===== config.mk =====
export PLATFORM = sky130hd
export DESIGN_NAME = ad_regs_mc_flat
export DESIGN_NICKNAME = d
export VERILOG_FILES = /design/src/rtl/ad_regs_mc_pkg.sv /design/src/rtl/ad_regs_mc_if.sv /design/src/rtl/ad_regs_mc_chan_stat.sv /design/src/rtl/ad_regs_mc.sv /design/src/flat_wrapper.sv
export SDC_FILE = /design/constraint.sdc
export NUM_CORES = 1
export LEC_CHECK = 0
export BUFFER_PORTS_ARGS = -buffer_cell sky130_fd_sc_hd__buf_2
export CAP_MARGIN = 30
export CORE_AREA = 4 4 111 113
export CTS_CLUSTER_SIZE = 16
export DETAILED_ROUTE_END_ITERATION = 8
export DIE_AREA = 0 0 115 117
export PLACE_DENSITY = 0.79
export REMOVE_ABC_BUFFERS = 1
export SLEW_MARGIN = 30
export SYNTH_ARGS = -nofsm -noshare
export SYNTH_HDL_FRONTEND = slang
export SYNTH_SLANG_ARGS = --single-unit
export TNS_END_PERCENT = 50

===== constraint.sdc =====
create_clock -name clk_sys -period 2.3 [get_ports clk_sys]
set_input_delay 0.46 -clock clk_sys [delete_from_list [all_inputs] [get_ports clk_sys]]
set_output_delay 0.46 -clock clk_sys [all_outputs]
set_load 0.02 [all_outputs]

===== src/rtl/ad_regs_mc_pkg.sv =====
`default_nettype none
// ============================================================================
//  Module      : ad_pkg
//  Description : Shared address map constants, read codes and bus types for
//                the AD register block.
//  Revision    : 1.0 - initial release
// ============================================================================
package ad_pkg;

  // Full fx address: [21:16] device select, [15:0] register offset
  typedef logic [21:0] fx_addr_t;

  localparam logic [15:0] c_ADDR_DEVID  = 16'h0000;
  localparam logic [15:0] c_ADDR_VER    = 16'h0001;
  localparam logic [15:0] c_ADDR_NCH    = 16'h0002;
  localparam logic [15:0] c_ADDR_STAT   = 16'h0010;  // 0x10+2c low, 0x11+2c high
  localparam logic [15:0] c_ADDR_FLAG   = 16'h0030;
  localparam logic [15:0] c_ADDR_AVE    = 16'h0040;  // 0x40+c
  localparam logic [15:0] c_ADDR_COMMIT = 16'h0050;
  localparam logic [15:0] c_ADDR_DBG    = 16'h0080;  // 0x80+i

  localparam logic [7:0]  c_UNMAPPED    = 8'h55;

endpackage : ad_pkg
`default_nettype wire


===== src/rtl/ad_regs_mc_if.sv =====
`default_nettype none
// ============================================================================
//  Module      : ad_regs_mc_if
//  Description : fx register bus (write port, read port, registered read data)
//  Revision    : 1.0 - initial release
// ============================================================================
interface ad_regs_mc_if;
  import ad_pkg::*;

  logic       fx_wr;
  fx_addr_t   fx_waddr;
  logic [7:0] fx_data;
  logic       fx_rd;
  fx_addr_t   fx_raddr;
  logic [7:0] fx_q;

  modport master (
    output fx_wr, fx_waddr, fx_data, fx_rd, fx_raddr,
    input  fx_q
  );

  modport slave (
    input  fx_wr, fx_waddr, fx_data, fx_rd, fx_raddr,
    output fx_q
  );

endinterface : ad_regs_mc_if
`default_nettype wire


===== src/rtl/ad_regs_mc_chan_stat.sv =====
`default_nettype none
// ============================================================================
//  Module      : ad_chan_stat
//  Description : Per-channel state: coherent high-byte shadow, new-data flag
//                and the shadow/active averaging configuration pair.
//  Revision    : 1.0 - initial release
// ============================================================================
module ad_chan_stat
  import ad_pkg::*;
#(
  parameter logic [7:0] AVE_RST = 8'h02
) (
  input  wire logic       clk_sys,
  input  wire logic       rst_n,
  input  wire logic [7:0] stu_hi_i,     // live status high byte
  input  wire logic       stu_vld_i,    // new-sample pulse
  input  wire logic       lo_rd_i,      // selected read of this channel's low byte
  input  wire logic       flag_clr_i,   // W1C bit for this channel
  input  wire logic       ave_wr_i,     // shadow write strobe
  input  wire logic [7:0] ave_wdata_i,
  input  wire logic       commit_i,     // copy shadow to active
  output logic [7:0]      hi_o,
  output logic            flag_o,
  output logic [7:0]      ave_sh_o,
  output logic [7:0]      ave_o
);

  logic [7:0] hi_q;
  logic       flag_q;
  logic [7:0] ave_sh_q;
  logic [7:0] ave_q;

  // Channel state; commit samples the shadow before any same-edge write lands,
  // and a new sample beats a coincident W1C so no event is lost.
  always_ff @(posedge clk_sys or negedge rst_n) begin
    if (!rst_n) begin
      hi_q     <= 8'h00;
      flag_q   <= 1'b0;
      ave_sh_q <= AVE_RST;
      ave_q    <= AVE_RST;
    end else begin
      if (lo_rd_i)        hi_q   <= stu_hi_i;
      if (stu_vld_i)      flag_q <= 1'b1;
      else if (flag_clr_i) flag_q <= 1'b0;
      if (ave_wr_i)       ave_sh_q <= ave_wdata_i;
      if (commit_i)       ave_q    <= ave_sh_q;
    end
  end

  assign hi_o     = hi_q;
  assign flag_o   = flag_q;
  assign ave_sh_o = ave_sh_q;
  assign ave_o    = ave_q;

endmodule : ad_chan_stat
`default_nettype wire


===== src/rtl/ad_regs_mc.sv =====
`default_nettype none
// ============================================================================
//  Module      : ad_regs_mc
//  Description : Multi-channel AD register block on the fx bus: identity,
//                coherent 16-bit status reads, W1C new-data flags, shadowed
//                averaging config with commit, and debug scratch registers.
//  Revision    : 1.0 - initial release
// ============================================================================
module ad_regs_mc
  import ad_pkg::*;
#(
  parameter int         NCH     = 2,
  parameter int         NDBG    = 8,
  parameter logic [7:0] VER     = 8'h10,
  parameter logic [7:0] AVE_RST = 8'h02
) (
  input  wire logic             clk_sys,
  input  wire logic             rst_n,
  input  wire logic [5:0]       dev_id,
  ad_regs_mc_if.slave           fx,
  input  wire logic [NCH*16-1:0] stu_data,
  input  wire logic [NCH-1:0]   stu_vld,
  output logic [NCH*8-1:0]      cfg_ave,
  output logic                  cfg_upd
);

  localparam logic [3:0] c_NCH4  = 4'(NCH);
  localparam logic [4:0] c_NDBG5 = 5'(NDBG);

  logic        w_wsel, w_rsel;
  logic [15:0] w_waddr, w_raddr;
  logic        w_commit, w_flag_wr, w_ave_rgn, w_dbg_rgn, w_stat_rd;

  // Per-channel views padded to the maximum channel count so the read mux
  // can index them with the raw address bits.
  logic [7:0]  w_lo    [8];
  logic [7:0]  w_hi    [8];
  logic [7:0]  w_ave_sh[8];
  logic [7:0]  w_flags;
  logic [7:0]  w_dbg   [16];

  logic [7:0]  w_rdata;
  logic [7:0]  fx_q_q, fx_q_d;
  logic        cfg_upd_q;

  assign w_wsel  = fx.fx_wr && (fx.fx_waddr[21:16] == dev_id);
  assign w_rsel  = fx.fx_rd && (fx.fx_raddr[21:16] == dev_id);
  assign w_waddr = fx.fx_waddr[15:0];
  assign w_raddr = fx.fx_raddr[15:0];

  assign w_commit  = w_wsel && (w_waddr == c_ADDR_COMMIT);
  assign w_flag_wr = w_wsel && (w_waddr == c_ADDR_FLAG);
  assign w_ave_rgn = w_wsel && (w_waddr[15:3] == c_ADDR_AVE[15:3]);
  assign w_dbg_rgn = w_wsel && (w_waddr[15:4] == c_ADDR_DBG[15:4]);
  assign w_stat_rd = w_rsel && (w_raddr[15:4] == c_ADDR_STAT[15:4]) && !w_raddr[0];

  generate
    for (genvar c = 0; c < 8; c++) begin : g_ch
      if (c < NCH) begin : g_act
        ad_chan_stat #(
          .AVE_RST (AVE_RST)
        ) u_chan (
          .clk_sys     (clk_sys),
          .rst_n       (rst_n),
          .stu_hi_i    (stu_data[16*c+8 +: 8]),
          .stu_vld_i   (stu_vld[c]),
          .lo_rd_i     (w_stat_rd && (w_raddr[3:1] == 3'(c))),
          .flag_clr_i  (w_flag_wr && fx.fx_data[c]),
          .ave_wr_i    (w_ave_rgn && (w_waddr[2:0] == 3'(c))),
          .ave_wdata_i (fx.fx_data),
          .commit_i    (w_commit),
          .hi_o        (w_hi[c]),
          .flag_o      (w_flags[c]),
          .ave_sh_o    (w_ave_sh[c]),
          .ave_o       (cfg_ave[8*c +: 8])
        );
        assign w_lo[c] = stu_data[16*c +: 8];
      end else begin : g_pad
        assign w_lo[c]     = 8'h00;
        assign w_hi[c]     = 8'h00;
        assign w_ave_sh[c] = 8'h00;
        assign w_flags[c]  = 1'b0;
      end
    end

    for (genvar i = 0; i < 16; i++) begin : g_dbg
      if (i < NDBG) begin : g_reg
        logic [7:0] dbg_q;
        // Debug scratch register, reset to a recognisable per-index pattern
        always_ff @(posedge clk_sys or negedge rst_n) begin
          if (!rst_n)
            dbg_q <= 8'h80 | 8'(i);
          else if (w_dbg_rgn && (w_waddr[3:0] == 4'(i)))
            dbg_q <= fx.fx_data;
        end
        assign w_dbg[i] = dbg_q;
      end else begin : g_pad
        assign w_dbg[i] = 8'h00;
      end
    end
  endgenerate

  // Read decode from current register contents, so a same-cycle write is not visible
  always_comb begin
    w_rdata = c_UNMAPPED;
    if (w_raddr == c_ADDR_DEVID) begin
      w_rdata = {2'b00, dev_id};
    end else if (w_raddr == c_ADDR_VER) begin
      w_rdata = VER;
    end else if (w_raddr == c_ADDR_NCH) begin
      w_rdata = 8'(NCH);
    end else if (w_raddr[15:4] == c_ADDR_STAT[15:4]) begin
      if ({1'b0, w_raddr[3:1]} < c_NCH4)
        w_rdata = w_raddr[0] ? w_hi[w_raddr[3:1]] : w_lo[w_raddr[3:1]];
    end else if (w_raddr == c_ADDR_FLAG) begin
      w_rdata = w_flags;
    end else if (w_raddr[15:3] == c_ADDR_AVE[15:3]) begin
      if ({1'b0, w_raddr[2:0]} < c_NCH4)
        w_rdata = w_ave_sh[w_raddr[2:0]];
    end else if (w_raddr == c_ADDR_COMMIT) begin
      w_rdata = 8'h00;
    end else if (w_raddr[15:4] == c_ADDR_DBG[15:4]) begin
      if ({1'b0, w_raddr[3:0]} < c_NDBG5)
        w_rdata = w_dbg[w_raddr[3:0]];
    end
  end

  assign fx_q_d = w_rsel ? w_rdata : 8'h00;

  // Registered read data and commit pulse; reset drops any response in flight
  always_ff @(posedge clk_sys or negedge rst_n) begin
    if (!rst_n) begin
      fx_q_q    <= 8'h00;
      cfg_upd_q <= 1'b0;
    end else begin
      fx_q_q    <= fx_q_d;
      cfg_upd_q <= w_commit;
    end
  end

  assign fx.fx_q = fx_q_q;
  assign cfg_upd = cfg_upd_q;

endmodule : ad_regs_mc
`default_nettype wire


===== src/flat_wrapper.sv =====
// flat-port wrapper written by rule: the top's interface ports become plain ports
module ad_regs_mc_flat import ad_pkg::*;
#(
  parameter int         NCH     = 2,
  parameter int         NDBG    = 8,
  parameter logic [7:0] VER     = 8'h10,
  parameter logic [7:0] AVE_RST = 8'h02
)
  (clk_sys, rst_n, dev_id, stu_data, stu_vld, cfg_ave, cfg_upd, fx_fx_wr, fx_fx_waddr, fx_fx_data, fx_fx_rd, fx_fx_raddr, fx_fx_q);
  ad_regs_mc_if fx_i ();
  input  wire logic clk_sys;
  input  wire logic rst_n;
  input  wire logic [5:0] dev_id;
  input  wire logic [NCH*16-1:0] stu_data;
  input  wire logic [NCH-1:0] stu_vld;
  output logic [NCH*8-1:0] cfg_ave;
  output logic cfg_upd;
  input wire logic [$bits(fx_i.fx_wr)-1:0] fx_fx_wr;
  input wire logic [$bits(fx_i.fx_waddr)-1:0] fx_fx_waddr;
  input wire logic [$bits(fx_i.fx_data)-1:0] fx_fx_data;
  input wire logic [$bits(fx_i.fx_rd)-1:0] fx_fx_rd;
  input wire logic [$bits(fx_i.fx_raddr)-1:0] fx_fx_raddr;
  output wire logic [$bits(fx_i.fx_q)-1:0] fx_fx_q;
  assign fx_i.fx_wr = fx_fx_wr;
  assign fx_i.fx_waddr = fx_fx_waddr;
  assign fx_i.fx_data = fx_fx_data;
  assign fx_i.fx_rd = fx_fx_rd;
  assign fx_i.fx_raddr = fx_fx_raddr;
  assign fx_fx_q = fx_i.fx_q;
  ad_regs_mc #(.NCH(NCH), .NDBG(NDBG), .VER(VER), .AVE_RST(AVE_RST)) u_core (.clk_sys(clk_sys), .rst_n(rst_n), .dev_id(dev_id), .fx(fx_i), .stu_data(stu_data), .stu_vld(stu_vld), .cfg_ave(cfg_ave), .cfg_upd(cfg_upd));
endmodule

Word-level counts from Yosys, hierarchy flattened
Cells that the tools add are included.
- register bits after elaboration: 123
- bits in latches: 0
- bits in writable memories: 0
- bits in read-only memories: 0
- bits of input ports: 96
- logic and storage cells: 107
- memories: 0
- add/subtract/negate cells: 0
- $mul: 0
- div/mod/pow operators: 0
- $lt $le $gt $ge: 6
- equality and inequality tests: 22
- shift-type cells: 0
- multiplexer cells: 29
- bitwise gates (word level): 3
- reduce and logical (&&, ||, !) cells: 29
- operator list (cell ; number):
    $mux W8 ; 21
    $bmux W8 S3 ; 3
    $bmux W8 S4 ; 1
    $eq A16 B6 Y1 const B ; 2
    $eq A16 B7 Y1 const B ; 2
    $eq A13 B4 Y1 const B ; 2
    $eq A12 B4 Y1 const B ; 2
    $logic_and A1 B1 Y1 ; 22
    $eq A16 B1 Y1 const B ; 1
    $eq A16 B2 Y1 const B ; 1
    $eq A4 B3 Y1 const B ; 4
    $logic_not A16 Y1 ; 1
    $eq A12 B1 Y1 const B ; 1
    $eq A6 B6 Y1 ; 2
    $eq A4 B2 Y1 const B ; 2
    $ge A4 B4 Y1 const B ; 2
    $not A3 Y4 ; 2
    $eq A3 B1 Y1 const B ; 2
    $logic_not A3 Y1 ; 2
    $lt A3 B2 Y1 const B ; 2
    $ge A5 B5 Y1 const B ; 1
    $not A4 Y5 ; 1
    $eq A4 B1 Y1 const B ; 1
    $logic_not A4 Y1 ; 1
    other kinds (4) ; 8

Longest topological paths before layout
- depth in word-level cells: 14
- gate-level depth with buffers: 8
- mapped depth without buffers: 5

Modules after synthesis
From an unflattened synthesis, not the netlist that was laid out.
- cell total of the unflattened synthesis: 450
- area total of the unflattened synthesis: 6424.9 um^2
- modules (own cells, without submodules) (module ; times used ; cells each ; area an instance (um^2) ; sequential area each (um^2)):
    ad_regs_mc ; 1 ; 342 ; 4357.9 ; 1851.8
    ad_chan_stat ; 2 ; 54 ; 1033.5 ; 628.1

Worst setup path after synthesis
Ideal clock, no wire load.
- kind: input port to flip-flop
- from: input fx_fx_raddr[19]
- to: register u_core.g_ch[1].g_act.u_chan.hi_q[0]
- data arrival time: 2214 ps
- setup slack: -39 ps
- cell stages on the path: 6
- buffers on the path: 2
- cell sequence: xor2_1 > or4_1 > buf_6 > or4b_4 > buf_6 > mux2_4
- cells in the longest elaborated chain, start to end: 5
- ends and longest elaborated chain (what ; line ; source):
    start: declaration ; flat_wrapper.sv:22 ; input wire logic [$bits(fx_i.fx_raddr)-1:0] fx_fx_raddr;
    $eq A6 B6 Y1 ; ad_regs_mc.sv:47 ; assign w_rsel = fx.fx_rd && (fx.fx_raddr[21:16] == dev_id);
    $logic_and A1 B1 Y1 ; ad_regs_mc.sv:47 ;
    $logic_and A1 B1 Y1 (2 in a row) ; ad_regs_mc.sv:55 ; assign w_stat_rd = w_rsel && (w_raddr[15:4] == c_ADDR_STAT[15:4]) && !w_raddr[0];
    $logic_and A1 B1 Y1 ; ad_regs_mc.sv:67 ; .lo_rd_i (w_stat_rd && (w_raddr[3:1] == 3'(c))),
    end signal: assignment ; ad_regs_mc_chan_stat.sv:42 ; if (lo_rd_i) hi_q <= stu_hi_i;
    end: declaration ; ad_regs_mc_chan_stat.sv:28 ; logic [7:0] hi_q;
No other way between the ends.
A chain may end at the register's enable or synchronous reset.

Worst setup path in the final report
- from: input fx_fx_waddr[13]
- to: register u_core.g_dbg[3].g_reg.dbg_q[2]
- cells in the longest elaborated chain, start to end: 3
- ends and longest elaborated chain (what ; line ; source):
    start: declaration ; flat_wrapper.sv:19 ; input wire logic [$bits(fx_i.fx_waddr)-1:0] fx_fx_waddr;
    $eq A12 B4 Y1 ; ad_regs_mc.sv:54 ; assign w_dbg_rgn = w_wsel && (w_waddr[15:4] == c_ADDR_DBG[15:4]);
    $logic_and A1 B1 Y1 ; ad_regs_mc.sv:54 ;
    $logic_and A1 B1 Y1 ; ad_regs_mc.sv:93 ; else if (w_dbg_rgn && (w_waddr[3:0] == 4'(i)))
    end signal: assignment ; ad_regs_mc.sv:92 ; dbg_q <= 8'h80 | 8'(i);
    end signal: assignment ; ad_regs_mc.sv:94 ; dbg_q <= fx.fx_data;
    end: declaration ; ad_regs_mc.sv:88 ; logic [7:0] dbg_q;
No other way between the ends.

==> key figures <==
Synth
  • Unique masters post-synth: 54
  • Area contributors post-synth: dfrtp_1 (40%), mux2_2 (20%), dfstp_2 (10%), mux4_2 (7.7%), mux2i_1 (2.0%)
  • Async set-reset flop share out of synthesis: 100.0%
  • Post-Syn Area per Cell: 13.82 um^2
  • Yosys warning count: 0
  • Area share of the largest cell type after synthesis: 40.38%
  • Cells after Synth: 444
  • Cell taking the most area after synthesis: dfrtp_1
  • Sequential share of the synthesized area: 50.65%
  • Ys flop type: dfrtp_1
  • EDFF count, synth: 0
  • Yosys reg bits: 123
  • Post-Synthesis Cell Area: 6136 um^2

Global routing
  • First-pass GRT wire length: 24690 um
  • Met3 Use GR: 6.941%
  • GR Util met2: 43.17%
  • Vias in the first global route: 4782
  • Pin count of the biggest net entering global routing: 41
  • Grt ovf: 0
  • M1 GR Usage: 28.77%
  • GRT busiest layer: met2
  • Initial antenna violation count: 0
  • Total track usage: 24.39%

Die
  • Die area: 13460 um^2
  • Die X: 115 um
  • # rows: 39
  • Chip height: 117 um
  • Core Area: 11320 um^2
  • Initial Util: 54.20%
  • Ports: 121

STA
  • Max-slew headroom: 69.08%
  • Setup violations, final: 0
  • Slew of the pin with the lowest slew margin: 459.5 ps
  • Unrepaired setup endpoints after global routing: false
  • Slew Viols, Final: 0
  • Max Clock Skew: 5.323 ps
  • Final period util: 90.59%
  • Fmax: 480.0 MHz
  • Hold Fails Final Rpt: 0
  • Fin crit period: 2084 ps
  • TNS Setup: 0 ps

Drt
  • Total number of vias: 4405
  • Drt total wl: 15790 um
  • Via-per-instance ratio: 5.796
  • DR WL/cell: 20.78 um
  • Post-DRT Antenna Nets: 0
  • Remaining DRCs: 0
  • DR pass1 iterations: 4
  • DRT iter0 DRCs: 312

Worst hold path
  • Worst hold path type: primary input to register
  • Hold endpoint: u_core.g_ch[1].g_act.u_chan.flag_o$_DFFE_PN0P_
  • Hold-critical path depth: 2
  • Hold Path Origin: stu_vld[1]

Run
  • Max-cap violations: 0

Setup path
  • WP data required: 2600 ps
  • Worst R2R Start: u_core.g_dbg[2].g_reg.dbg_q[5]$_DFFE_PN0P_
  • Worst R2R Setup Slack: 410 ps
  • Critical path's most frequent cell: buf_4
  • Reg2Reg Capture Point: u_core.fx.fx_q[5]$_DFF_PN0_
  • Slowest CP cell: nor4_2
  • Setup crit start kind: primary input
  • Slowest stage delay, CP: 400 ps
  • Crit path DAT: 2380 ps
  • Delay-heaviest family, CP: simple AND/OR/NAND/NOR gates
  • Worst-path fanout max: 4
  • Reg2reg path depth: 5
  • CP Class: primary input to register
  • Crit. End Element: register
  • WP buf/inv: 3
  • Critical path, cell by cell: buf_2, nor3_1, nand4_1, or2_2, buf_4, nor4_2, buf_4, mux2_2

Clock tree
  • Clk sink count: 123
  • CTS resizes: 0
  • Post-CTS setup buffer count: 0
  • Clk root buf: clkbuf_16
  • Clock latency on the worst-skew pair: 410 ps
  • CTS tree: done
  • Reg clk slew, reported paths: 50 ps
  • Hold_buf cts: 1
  • H-tree depth: 4
  • CTS Buf Count: 17
  • Clock Path Buffers: 2

Pwr
  • PD cells: 662.7 nW/um^2
  • Power Total: 0.005162 W
  • VDD IR max: 0.5251 mV
  • Leak: 3.817 nW

Layout
  • Fillers: 796
  • Final non-filler cell area: 7790 um^2
  • Area Growth Syn to Fin: 26.96%
  • Most frequent cells in the layout: buf_2 (119), mux2_2 (111), dfrtp_1 (99)
  • Layout cells sized above 1: 59.81%
  • Most common cell after layout, fill and taps aside: buf_2
  • Fin nets: 700
  • Multi-input gate area: 2888 um^2
  • Reg area: 3108 um^2
  • Fin util: 68.81%
  • N_diodes: 0
  • Finished Layout Cells: 760

Placed design
  • Dpl cell area: 7186 um^2
  • HPWL Detailed: 11340 um
  • GPL Wtd Cong: 0.9033
  • Dpl cells: 727
  • Port Buffers: 120

Status
  • Outcome: finished, final reports clean
registers in the layout (all words and copies together) (netlist names):
| signal | count |
|---|---|
| u_core.fx.fx_q | 8 |
| u_core.cfg_upd | 1 |
| u_core.g_ch.g_act.u_chan.ave_sh_o | 16 |
| u_core.g_ch.g_act.u_chan.hi_o | 16 |
| u_core.g_ch.g_act.u_chan.flag_o | 2 |
| u_core.g_dbg.g_reg.dbg_q | 64 |
| u_core.g_ch.g_act.u_chan.ave_o | 16 |
cells by family (layout without fill, tap and decap cells):
family                   Yosys count  in the layout  synth area share, %
AND/OR/NAND/NOR                   94             94                9.503
XOR/XNOR                          13             13                1.856
flip-flops                       123            123                50.65
multiplexers                     152            152                31.99
adder cells (fa/ha/maj)            1              1               0.1631
AO/OA/AOI/OAI                     29             29                3.548
buffers and inverters             32            205                2.284
synthesized netlist by cell type (6+ instances only):
library cell  count
nand3_1           6
buf_1             8
nor2b_1           6
nand2_1           9
xnor2_1          10
mux2_2          111
mux2_4            8
nor4_1            7
mux4_2           21
nor2_1           12
clkbuf_1         16
mux2i_1          12
nand4_1          12
dfrtp_1          99
dfstp_2          24
nor3_1            8
stage by stage:
step                hold WS (ps)  setup slack (ps)
floorplan                  164.4            -48.62
global placement           366.9            -94.52
detailed placement         375.7            -171.0
CTS                        223.6             251.8
global route               237.3             202.1
finish                     239.3             216.5
final cells by class:
class	count	share of cell area [%]
well taps	143	2.297
flip-flops and latches	123	39.90
clock buffers	26	6.537
multi-input cells	289	37.07
inverters	2	0.09637
repair buffers	171	13.01
clock inverters	6	1.092
power breakdown:
part / internal [W] / switching (W) / total (W)
registers: 0.00217 / 0.000000225 / 0.00217
logic: 0.000150 / 0.000186 / 0.000336
clock network: 0.00173 / 0.000922 / 0.00266
worst max path at each step:
stage / from / end / slack, ps / cells after the start
5_1_grt: fx_fx_waddr[13] / u_core.g_dbg[3].g_reg.dbg_q[5]$_DFFE_PN0P_ / 200 / 8
3_5_place_dp: fx_fx_waddr[13] / u_core.g_dbg[3].g_reg.dbg_q[5]$_DFFE_PN0P_ / -170 / 8
6_report: fx_fx_waddr[13] / u_core.g_dbg[3].g_reg.dbg_q[2]$_DFFE_PN0P_ / 220 / 8
3_3_place_gp: fx_fx_waddr[13] / u_core.g_dbg[3].g_reg.dbg_q[2]$_DFFE_PN0P_ / -90 / 8
4_1_cts: fx_fx_waddr[13] / u_core.g_dbg[3].g_reg.dbg_q[5]$_DFFE_PN0P_ / 250 / 8
2_1_floorplan: fx_fx_raddr[19] / u_core.g_ch[1].g_act.u_chan.hi_o[0]$_DFFE_PN0P_ / -50 / 4
routing by layer:
metal  vias to the layer above  routed length (um)  part of all wire (%)
met3                        26                1006                   6.4
met1                      2233                6270                    40
met5                         -                   0                     0
li1                       2008                   -                     -
met4                         0                 235                   1.5
met2                       138                8278                    52
(Power assumes the default switching activity.)
